===== config.mk =====
export PLATFORM = sky130hd
export DESIGN_NAME = button_conditioner
export DESIGN_NICKNAME = d
export VERILOG_FILES = /design/src/rtl/game_pkg.sv /design/src/rtl/debounce_bit.sv /design/src/rtl/button_conditioner.sv
export SDC_FILE = /design/constraint.sdc
export NUM_CORES = 1
export LEC_CHECK = 0
export CORE_MARGIN = 1.5
export CORE_UTILIZATION = 34
export CTS_BUF_LIST = sky130_fd_sc_hd__clkbuf_2 sky130_fd_sc_hd__clkbuf_4 sky130_fd_sc_hd__clkbuf_8
export CTS_CLUSTER_DIAMETER = 150
export DETAILED_ROUTE_END_ITERATION = 8
export HOLD_SLACK_MARGIN = 0.02
export PLACE_DENSITY = 0.49
export SETUP_SLACK_MARGIN = 0.2
export SLEW_MARGIN = 20
export SYNTH_ARGS = -nofsm -noshare
export SYNTH_HDL_FRONTEND = slang
export SYNTH_SLANG_ARGS = --single-unit

===== constraint.sdc =====
create_clock -name clk -period 5.6 [get_ports clk]
set_input_delay 0.56 -clock clk [delete_from_list [all_inputs] [get_ports clk]]
set_output_delay 0.56 -clock clk [all_outputs]
set_load 0.01 [all_outputs]

===== src/rtl/game_pkg.sv =====
// Shared game definitions: direction bit indices, the button-event FSM encoding,
// and the up > down > left > right priority pick used to turn edges into one move.
package game_pkg;

    localparam int DIR_W     = 4;
    localparam int DIR_UP    = 3;
    localparam int DIR_DOWN  = 2;
    localparam int DIR_LEFT  = 1;
    localparam int DIR_RIGHT = 0;

    typedef enum logic [1:0] {
        IDLE    = 2'd0,
        HOLD    = 2'd1,
        RELEASE = 2'd2
    } state_t;

    function automatic logic [DIR_W-1:0] pick_dir(input logic [DIR_W-1:0] rise);
        logic [DIR_W-1:0] sel;
        sel = '0;
        if (rise[DIR_UP])         sel[DIR_UP]    = 1'b1;
        else if (rise[DIR_DOWN])  sel[DIR_DOWN]  = 1'b1;
        else if (rise[DIR_LEFT])  sel[DIR_LEFT]  = 1'b1;
        else if (rise[DIR_RIGHT]) sel[DIR_RIGHT] = 1'b1;
        return sel;
    endfunction

endpackage


===== src/rtl/debounce_bit.sv =====
// One push-button bit: 2-flop synchronizer followed by a stable-sample counter
// that flips the debounced level after DEBOUNCE_CYCLES consecutive differing samples.
module debounce_bit #(
    parameter int DEBOUNCE_CYCLES = 1000000
) (
    input  logic clk,
    input  logic rst,
    input  logic raw,
    output logic level
);

    localparam int CW = $clog2(DEBOUNCE_CYCLES + 1);
    localparam logic [CW-1:0] CNT_LAST = CW'(DEBOUNCE_CYCLES - 1);

    logic          sync1_q, sync1_d;
    logic          sync2_q, sync2_d;
    logic [CW-1:0] cnt_q, cnt_d;
    logic          level_q, level_d;

    always_comb begin
        sync1_d = raw;
        sync2_d = sync1_q;
        cnt_d   = '0;
        level_d = level_q;
        if (sync2_q != level_q) begin
            if (cnt_q == CNT_LAST) begin
                level_d = ~level_q;
                cnt_d   = '0;
            end else begin
                cnt_d = cnt_q + CW'(1);
            end
        end
    end

    always_ff @(posedge clk or posedge rst) begin
        if (rst) begin
            sync1_q <= 1'b0;
            sync2_q <= 1'b0;
            cnt_q   <= '0;
            level_q <= 1'b0;
        end else begin
            sync1_q <= sync1_d;
            sync2_q <= sync2_d;
            cnt_q   <= cnt_d;
            level_q <= level_d;
        end
    end

    assign level = level_q;

endmodule


===== src/rtl/button_conditioner.sv =====
// Debounces the four board buttons and turns presses into single one-hot move events
// with a valid/ready handshake. Define BUTTON_AUTOREPEAT_EN to re-issue a held move.
module button_conditioner
    import game_pkg::*;
#(
    parameter int DEBOUNCE_CYCLES = 1000000,
    parameter int REPEAT_CYCLES   = 25000000
) (
    input  logic             clk,
    input  logic             rst,
    input  logic [DIR_W-1:0] btn_raw,
    input  logic             dir_ready,
    output logic             dir_valid,
    output logic [DIR_W-1:0] dir,
    output logic [DIR_W-1:0] btn_level
);

    if (DEBOUNCE_CYCLES < 1 || REPEAT_CYCLES < 1) begin : g_bad_params
        $error("button_conditioner: DEBOUNCE_CYCLES and REPEAT_CYCLES must be >= 1");
    end

    logic [DIR_W-1:0] level_w;
    logic [DIR_W-1:0] rise_w;

    for (genvar i = 0; i < DIR_W; i++) begin : g_db
        debounce_bit #(
            .DEBOUNCE_CYCLES(DEBOUNCE_CYCLES)
        ) u_debounce_bit (
            .clk  (clk),
            .rst  (rst),
            .raw  (btn_raw[i]),
            .level(level_w[i])
        );
    end

    logic [DIR_W-1:0] level_prev_q, level_prev_d;
    state_t           state_q, state_d;
    logic [DIR_W-1:0] dir_q, dir_d;
    logic             valid_q, valid_d;

`ifdef BUTTON_AUTOREPEAT_EN
    localparam int RW = $clog2(REPEAT_CYCLES + 1);
    localparam logic [RW-1:0] REP_LAST = RW'(REPEAT_CYCLES - 1);

    logic [RW-1:0]    rep_cnt_q, rep_cnt_d;
    logic [DIR_W-1:0] last_dir_q, last_dir_d;
`endif

    // Edges seen outside IDLE are simply not looked at, so they are dropped rather than queued.
    assign rise_w       = level_w & ~level_prev_q;
    assign level_prev_d = level_w;

    always_comb begin
        state_d = state_q;
        dir_d   = dir_q;
        valid_d = valid_q;
`ifdef BUTTON_AUTOREPEAT_EN
        rep_cnt_d  = '0;
        last_dir_d = last_dir_q;
`endif
        case (state_q)
            IDLE: begin
                if (|rise_w) begin
                    dir_d   = pick_dir(rise_w);
                    valid_d = 1'b1;
                    state_d = HOLD;
                end
            end
            HOLD: begin
                if (valid_q && dir_ready) begin
                    valid_d = 1'b0;
                    dir_d   = '0;
                    state_d = RELEASE;
`ifdef BUTTON_AUTOREPEAT_EN
                    last_dir_d = dir_q;
`endif
                end
            end
            RELEASE: begin
`ifdef BUTTON_AUTOREPEAT_EN
                if (level_w == '0) begin
                    state_d = IDLE;
                end else if (level_w == last_dir_q) begin
                    if (rep_cnt_q == REP_LAST) begin
                        dir_d   = last_dir_q;
                        valid_d = 1'b1;
                        state_d = HOLD;
                    end else begin
                        rep_cnt_d = rep_cnt_q + RW'(1);
                    end
                end
`else
                if (level_w == '0) begin
                    state_d = IDLE;
                end
`endif
            end
            default: begin
                state_d = IDLE;
                dir_d   = '0;
                valid_d = 1'b0;
            end
        endcase
    end

    always_ff @(posedge clk or posedge rst) begin
        if (rst) begin
            level_prev_q <= '0;
            state_q      <= IDLE;
            dir_q        <= '0;
            valid_q      <= 1'b0;
        end else begin
            level_prev_q <= level_prev_d;
            state_q      <= state_d;
            dir_q        <= dir_d;
            valid_q      <= valid_d;
        end
    end

`ifdef BUTTON_AUTOREPEAT_EN
    always_ff @(posedge clk or posedge rst) begin
        if (rst) begin
            rep_cnt_q  <= '0;
            last_dir_q <= '0;
        end else begin
            rep_cnt_q  <= rep_cnt_d;
            last_dir_q <= last_dir_d;
        end
    end
`endif

    assign dir_valid = valid_q;
    assign dir       = dir_q;
    assign btn_level = level_w;

endmodule


# == Yosys cells after proc, flatten, opt, wreduce, memory -nomap -nowiden ==
# Index checks and enable logic that the tools add are counted.
# totals
reg_bits,103
output_inout_bits,9
wordCells,79
in_bits,7
# classes
bitwise_logic,7
n_reduce_logical,10
n_eq_ne,13
addsub,4
muxes,25
# op_table
operator,count
two-way mux 20 bit,8
"adder 20 x 1 -> 20 bit, second input constant",4
"equality test 20 bit, second input constant",4
case mux 4 bit (3 select lines),1
two-way mux 2 bit,4
two-way mux 4 bit,2
AND reduction 2 bit,4
two-way mux 1 bit,7
"!= test 2 bit, second input constant",3
case mux 2 bit (3 select lines),1
AND reduction 3 bit,2
NOT 1 bit,5
bitwise AND 4 bit,1
logical NOT 4 bit,1
!= test 1 bit,4
NOT 4 bit,1
OR reduction 4 bit,1
two-way mux 3 bit,1
case mux 1 bit (3 select lines),1
"equality test 2 x 1 -> 1 bit, second input constant",1
"equality test 2 bit, second input constant",1
logical NOT 2 bit,1
logical AND 1 bit,1

# == Depth between registers and ports, before layout ==
# logic_depth
ltp_word,8
depth_mapped,6
depth_no_buf,5

# == Hierarchy ==
# A second synthesis with hierarchy kept.
# hier_totals
cells_unflattened,470
area_unflattened_um2,4947.2
# by_module_without_submodules
module,area_per_inst_um2,cells_each,instances,seq_area_each_um2
debounce_bit,1118.6,107,4,575.6
button_conditioner,473.0,42,1,275.3

# == Least setup slack after synthesis ==
# No wires, ideal clock.
# synth_path
path_kind,register -> register
startpoint,reg g_db[1].u_debounce_bit.cnt_q[0]
endpoint,reg g_db[1].u_debounce_bit.cnt_q[10]
path_stages_with_launch,7
path_buffers,1
period_less_slack_ns,1.857
t_required_ns,5.481
arrival_ns,1.738
slack_ns,3.743
setup_time_ns,0.119
cell_sequence,dfrtp_1 -> ha_1 -> nand3_2 -> or2_2 -> o31ai_4 -> buf_6 -> nor2_2
# synth_via
elab_chain_cells,3
word_cells_on_any_way,4
classes_between,add/sub (1); eq/ne (1); mux (2)
# synth_lines
element,line,source
"start, declared",debounce_bit.sv:17,"logic [CW-1:0] cnt_q, cnt_d;"
"start signal, assigned",debounce_bit.sv:44,cnt_q <= cnt_d;
adder 20 x 1 -> 20 bit or equality test 20 bit (tied branches),"debounce_bit.sv:30, debounce_bit.sv:26",
two-way mux 20 bit (*),debounce_bit.sv:26,if (cnt_q == CNT_LAST) begin
two-way mux 20 bit (*),debounce_bit.sv:25,if (sync2_q != level_q) begin
named net g_db[1].u_debounce_bit.cnt_d[10],debounce_bit.sv:17,
# The timed path passes the listed nets; every way through them passes the cells marked *.
# A chain may end at the register's enable or synchronous reset.

# == Final worst setup path ==
# layout_path
startpoint,reg g_db[1].u_debounce_bit.cnt_q[0]
endpoint,reg g_db[1].u_debounce_bit.cnt_q[8]
# The elaborated chain is that of the path after synthesis.

==> summary.md <==
| Metric | Value |
|---|---|
| Outcome | completed |
| Hold_buf cts | 0 |
| Detail Placement HPWL | 6460 um |
| CP max FO | 19 |
| Layout area overhead | 11.5% |
| Tmin final | 2320 ps |
| Util after Layout | 0.384 |
| Worst-case clock buffer depth | 2 |
| Mapped Nets | 493 |
| Slew @ Worst Pin | 962 ps |
| Arrival time worst endpoint | 2550 ps |
| Mapped Area | 4970 um^2 |
| Primary FF master, synth | dfrtp_1 |
| Maximum VDD drop | 108 uV |
| Internal cell power | 1.04 mW |
| Gr usage total | 0.140 |
| Fmax | 431 MHz |
| RSZ-0062 raised after global routing | false |
| Total placed cells including tap cells | 674 |
| Initial antenna violation count | 0 |
| Worst slew margin | 0.359 |
| Combinational Power Share | 0.034 |
| Clk network pwr share | 0.395 |
| Net switching power | 298 uW |
| Crit start category | register |
| Residual DRC | 0 |
| Vias post-DR | 3526 |
| Final Hold Fails | 0 |
| Largest net degree at the start of global routing | 60 |
| CP cell instances | ha_1 > nand3_2 > or2_2 > o31ai_4 > nor2_1 |
| Fill count | 1435 |
| First-pass GRT wire length | 16900 um |
| Number of distinct library cells after synthesis | 50 |
| Initial cell density of the core | 0.345 |
| Power, Total | 1.33 mW |
| Final wirelength | 9560 um |
| Vias per Instance | 5.11 |
| Pleak | 2.19 nW |
| Max Cap Viol | 0 |
| Multi-input gate area | 2280 um^2 |
| # resized after CTS | 0 |
| Drt pass-1 iters | 6 |
| Syn Inst Count | 482 |
| 1st-iter DRT viols | 271 |
| Hold crit path type | register to register |
| Sequential share of the synthesized area | 0.518 |
| Fin crit share | 0.414 |
| Pins Over Slew Limit | 0 |
| Placed instance area | 5320 um^2 |
| TritonCTS Buffers | 9 |
| Antenna Cells | 0 |
| Power per cell area | 241 nW/um^2 |
| WS Path Type | register to register |
| Num rows | 44 |
| CTS tree | done |
| Ranking of synthesized cells by area | dfrtp_1 52%, xnor2_1 6.5%, nor2_1 4.5% |
| Design area | 5540 um^2 |
| Async set-or-reset flop fraction in the synthesized netlist | 1.00 |
| Number of cells on the worst hold path | 0 |
| Yosys warns | 0 |
| Num Clock Sinks | 103 |
| Sequential power share | 0.571 |
| Worst setup EP type | register |
| Post-CTS setup buffers | 0 |
| Final nets | 512 |
| Port Buf Inserts | 15 |
| Worst path max stage delay | 850 ps |
| Crit path required time | 5830 ps |
| Yosys reg bits | 103 |
| Routed Antenna Nets | 0 |
| Worst R2R Path Depth | 5 |
| CTS root buf | clkbuf_8 |
| CTS clk-pin slew, worst paths | 90 ps |
| Post-synth EDFFs | 0 |
| Seq. cell area | 2580 um^2 |
| Worst path slowest cell | o31ai_4 |
| Setup Viol. Count Final | 0 |
| Core box area | 14400 um^2 |
| Routability cong. | 0.781 |
| Ports | 16 |
| Share of cells above drive strength 1 | 0.101 |
| Commonest non-fill, non-tap cell in the layout | dfrtp_1 |
| Die width | 124 um |
| Yosys top cell area share | 0.518 |
| Die Ht | 124 um |
| Clk Latency, worst-skew pair | 380 ps |
| Total gr overflow | 0 |
| Die area | 15400 um^2 |
| Avg WL per Cell | 13.9 um |
| Non-Filler Instances | 690 |
| Fraction of power spent switching nets | 0.224 |
| H-tree depth | 3 |
| Syn Area/Cell | 10.3 um^2 |
| Vias in the first global route | 3586 |
| Skew final | 15.3 ps |
| Largest area contributor in the netlist | dfrtp_1 |
| Most frequent cells in the layout | 103 x dfrtp_1, 60 x nor2_1, 37 x xnor2_1 |
| Setup_tns | 0 ps |
## synth_stat cells, types with 3 or more instances
library cell	count
o21ai_0	17
o31ai_1	4
and4_1	6
and2_1	8
nor3_1	15
mux2_2	4
nand2_1	27
or4_1	3
inv_1	16
nand4_1	21
a21oi_1	16
dfrtp_1	103
nand4b_1	3
ha_1	4
and3_1	7
xor2_1	21
nor4_1	17
buf_2	3
xnor2_1	37
nor2_1	60
nand3_1	25
or3_1	8
nor4b_1	4
nand2b_1	3
nor2_2	10
nor2b_1	5
buf_4	4
## power by group through the flow
stage,logic [mW],clock network (mW),registers [mW]
6_report,0.0455,0.527,0.762
5_1_grt,0.0538,0.581,0.763
4_1_cts,0.0479,0.554,0.762
3_5_place_dp,0.0475,0,0.776
3_3_place_gp,0.0472,0,0.776
2_1_floorplan,0.0328,0,0.774
## kinds of logic (layout without fill, tap and decap cells)
| kind of cell | after synthesis | after routing | synth area share |
|---|---|---|---|
| AOI/OAI and AO/OA | 46 | 46 | 0.0586 |
| xor gates and xnor gates | 58 | 58 | 0.102 |
| adders and majority gates | 4 | 4 | 0.0101 |
| buffers and inverters | 26 | 50 | 0.0249 |
| DFF | 103 | 103 | 0.518 |
| muxes | 6 | 6 | 0.0131 |
| and+or+nand+nor | 239 | 239 | 0.273 |
## area by class of cell
| class | count | area share |
|---|---|---|
| well taps | 184 | 0.0415 |
| multi-input cells | 353 | 0.411 |
| repair buffers | 18 | 0.0312 |
| flip-flops and latches | 103 | 0.465 |
| inverters | 16 | 0.0113 |
| clock buffers | 11 | 0.0262 |
| clock inverters | 5 | 0.0142 |
## path summary, 6_finish.rpt
| check | from | end | slack, ps |
|---|---|---|---|
| setup / recovery | g_db[1].u_debounce_bit.cnt_q[0]$_DFF_PP0_ | g_db[1].u_debounce_bit.cnt_q[8]$_DFF_PP0_ | 3280 |
| max in group asynchronous | rst | g_db[0].u_debounce_bit.cnt_q[6]$_DFF_PP0_ | 3850 |
| hold / removal | g_db[1].u_debounce_bit.sync1_q$_DFF_PP0_ | g_db[1].u_debounce_bit.sync2_q$_DFF_PP0_ | 360 |
| setup reg to reg | g_db[1].u_debounce_bit.cnt_q[0]$_DFF_PP0_ | g_db[1].u_debounce_bit.cnt_q[8]$_DFF_PP0_ | 3280 |
| hold reg to reg | g_db[1].u_debounce_bit.sync1_q$_DFF_PP0_ | g_db[1].u_debounce_bit.sync2_q$_DFF_PP0_ | 360 |
| min in group asynchronous | rst | g_db[3].u_debounce_bit.cnt_q[5]$_DFF_PP0_ | 670 |
## sequential cells by signal, indices dropped and copies added, names as in the netlist
register                     cells
g_db.u_debounce_bit.sync2_q      4
g_db.u_debounce_bit.cnt_q       80
g_db.u_debounce_bit.level        4
dir_valid                        1
state_q                          2
g_db.u_debounce_bit.sync1_q      4
level_prev_q                     4
dir                              4
## metrics by stage
| step | setup slack [ps] | hold WS, ps |
|---|---|---|
| 2_1_floorplan | 2340 | 331 |
| 3_3_place_gp | 3330 | 332 |
| 3_5_place_dp | 3230 | 337 |
| 4_1_cts | 3230 | 361 |
| 5_1_grt | 3060 | 379 |
| 6_report | 3280 | 359 |
## metal layers
| layer | vias up | GRT usage | wire [um] | part of all wire |
|---|---|---|---|---|
| li1 | 1743 | - | - | - |
| met2 | 42 | 0.217 | 4220 | 0.44 |
| met5 | - | 0 | 0 | 0 |
| met1 | 1733 | 0.190 | 4850 | 0.51 |
| met3 | 8 | 0.0435 | 350 | 0.037 |
| met4 | 0 | 0.0398 | 132 | 0.014 |
## worst max-delay path: cells and delay by family, from the launching register on
kind,cells,cell delay [ps]
AO/OA/AOI/OAI,1,850
AND/OR/NAND/NOR,3,680
flip-flops,1,430
adder cells (fa/ha/maj),1,220
(Power assumes the default switching activity.)
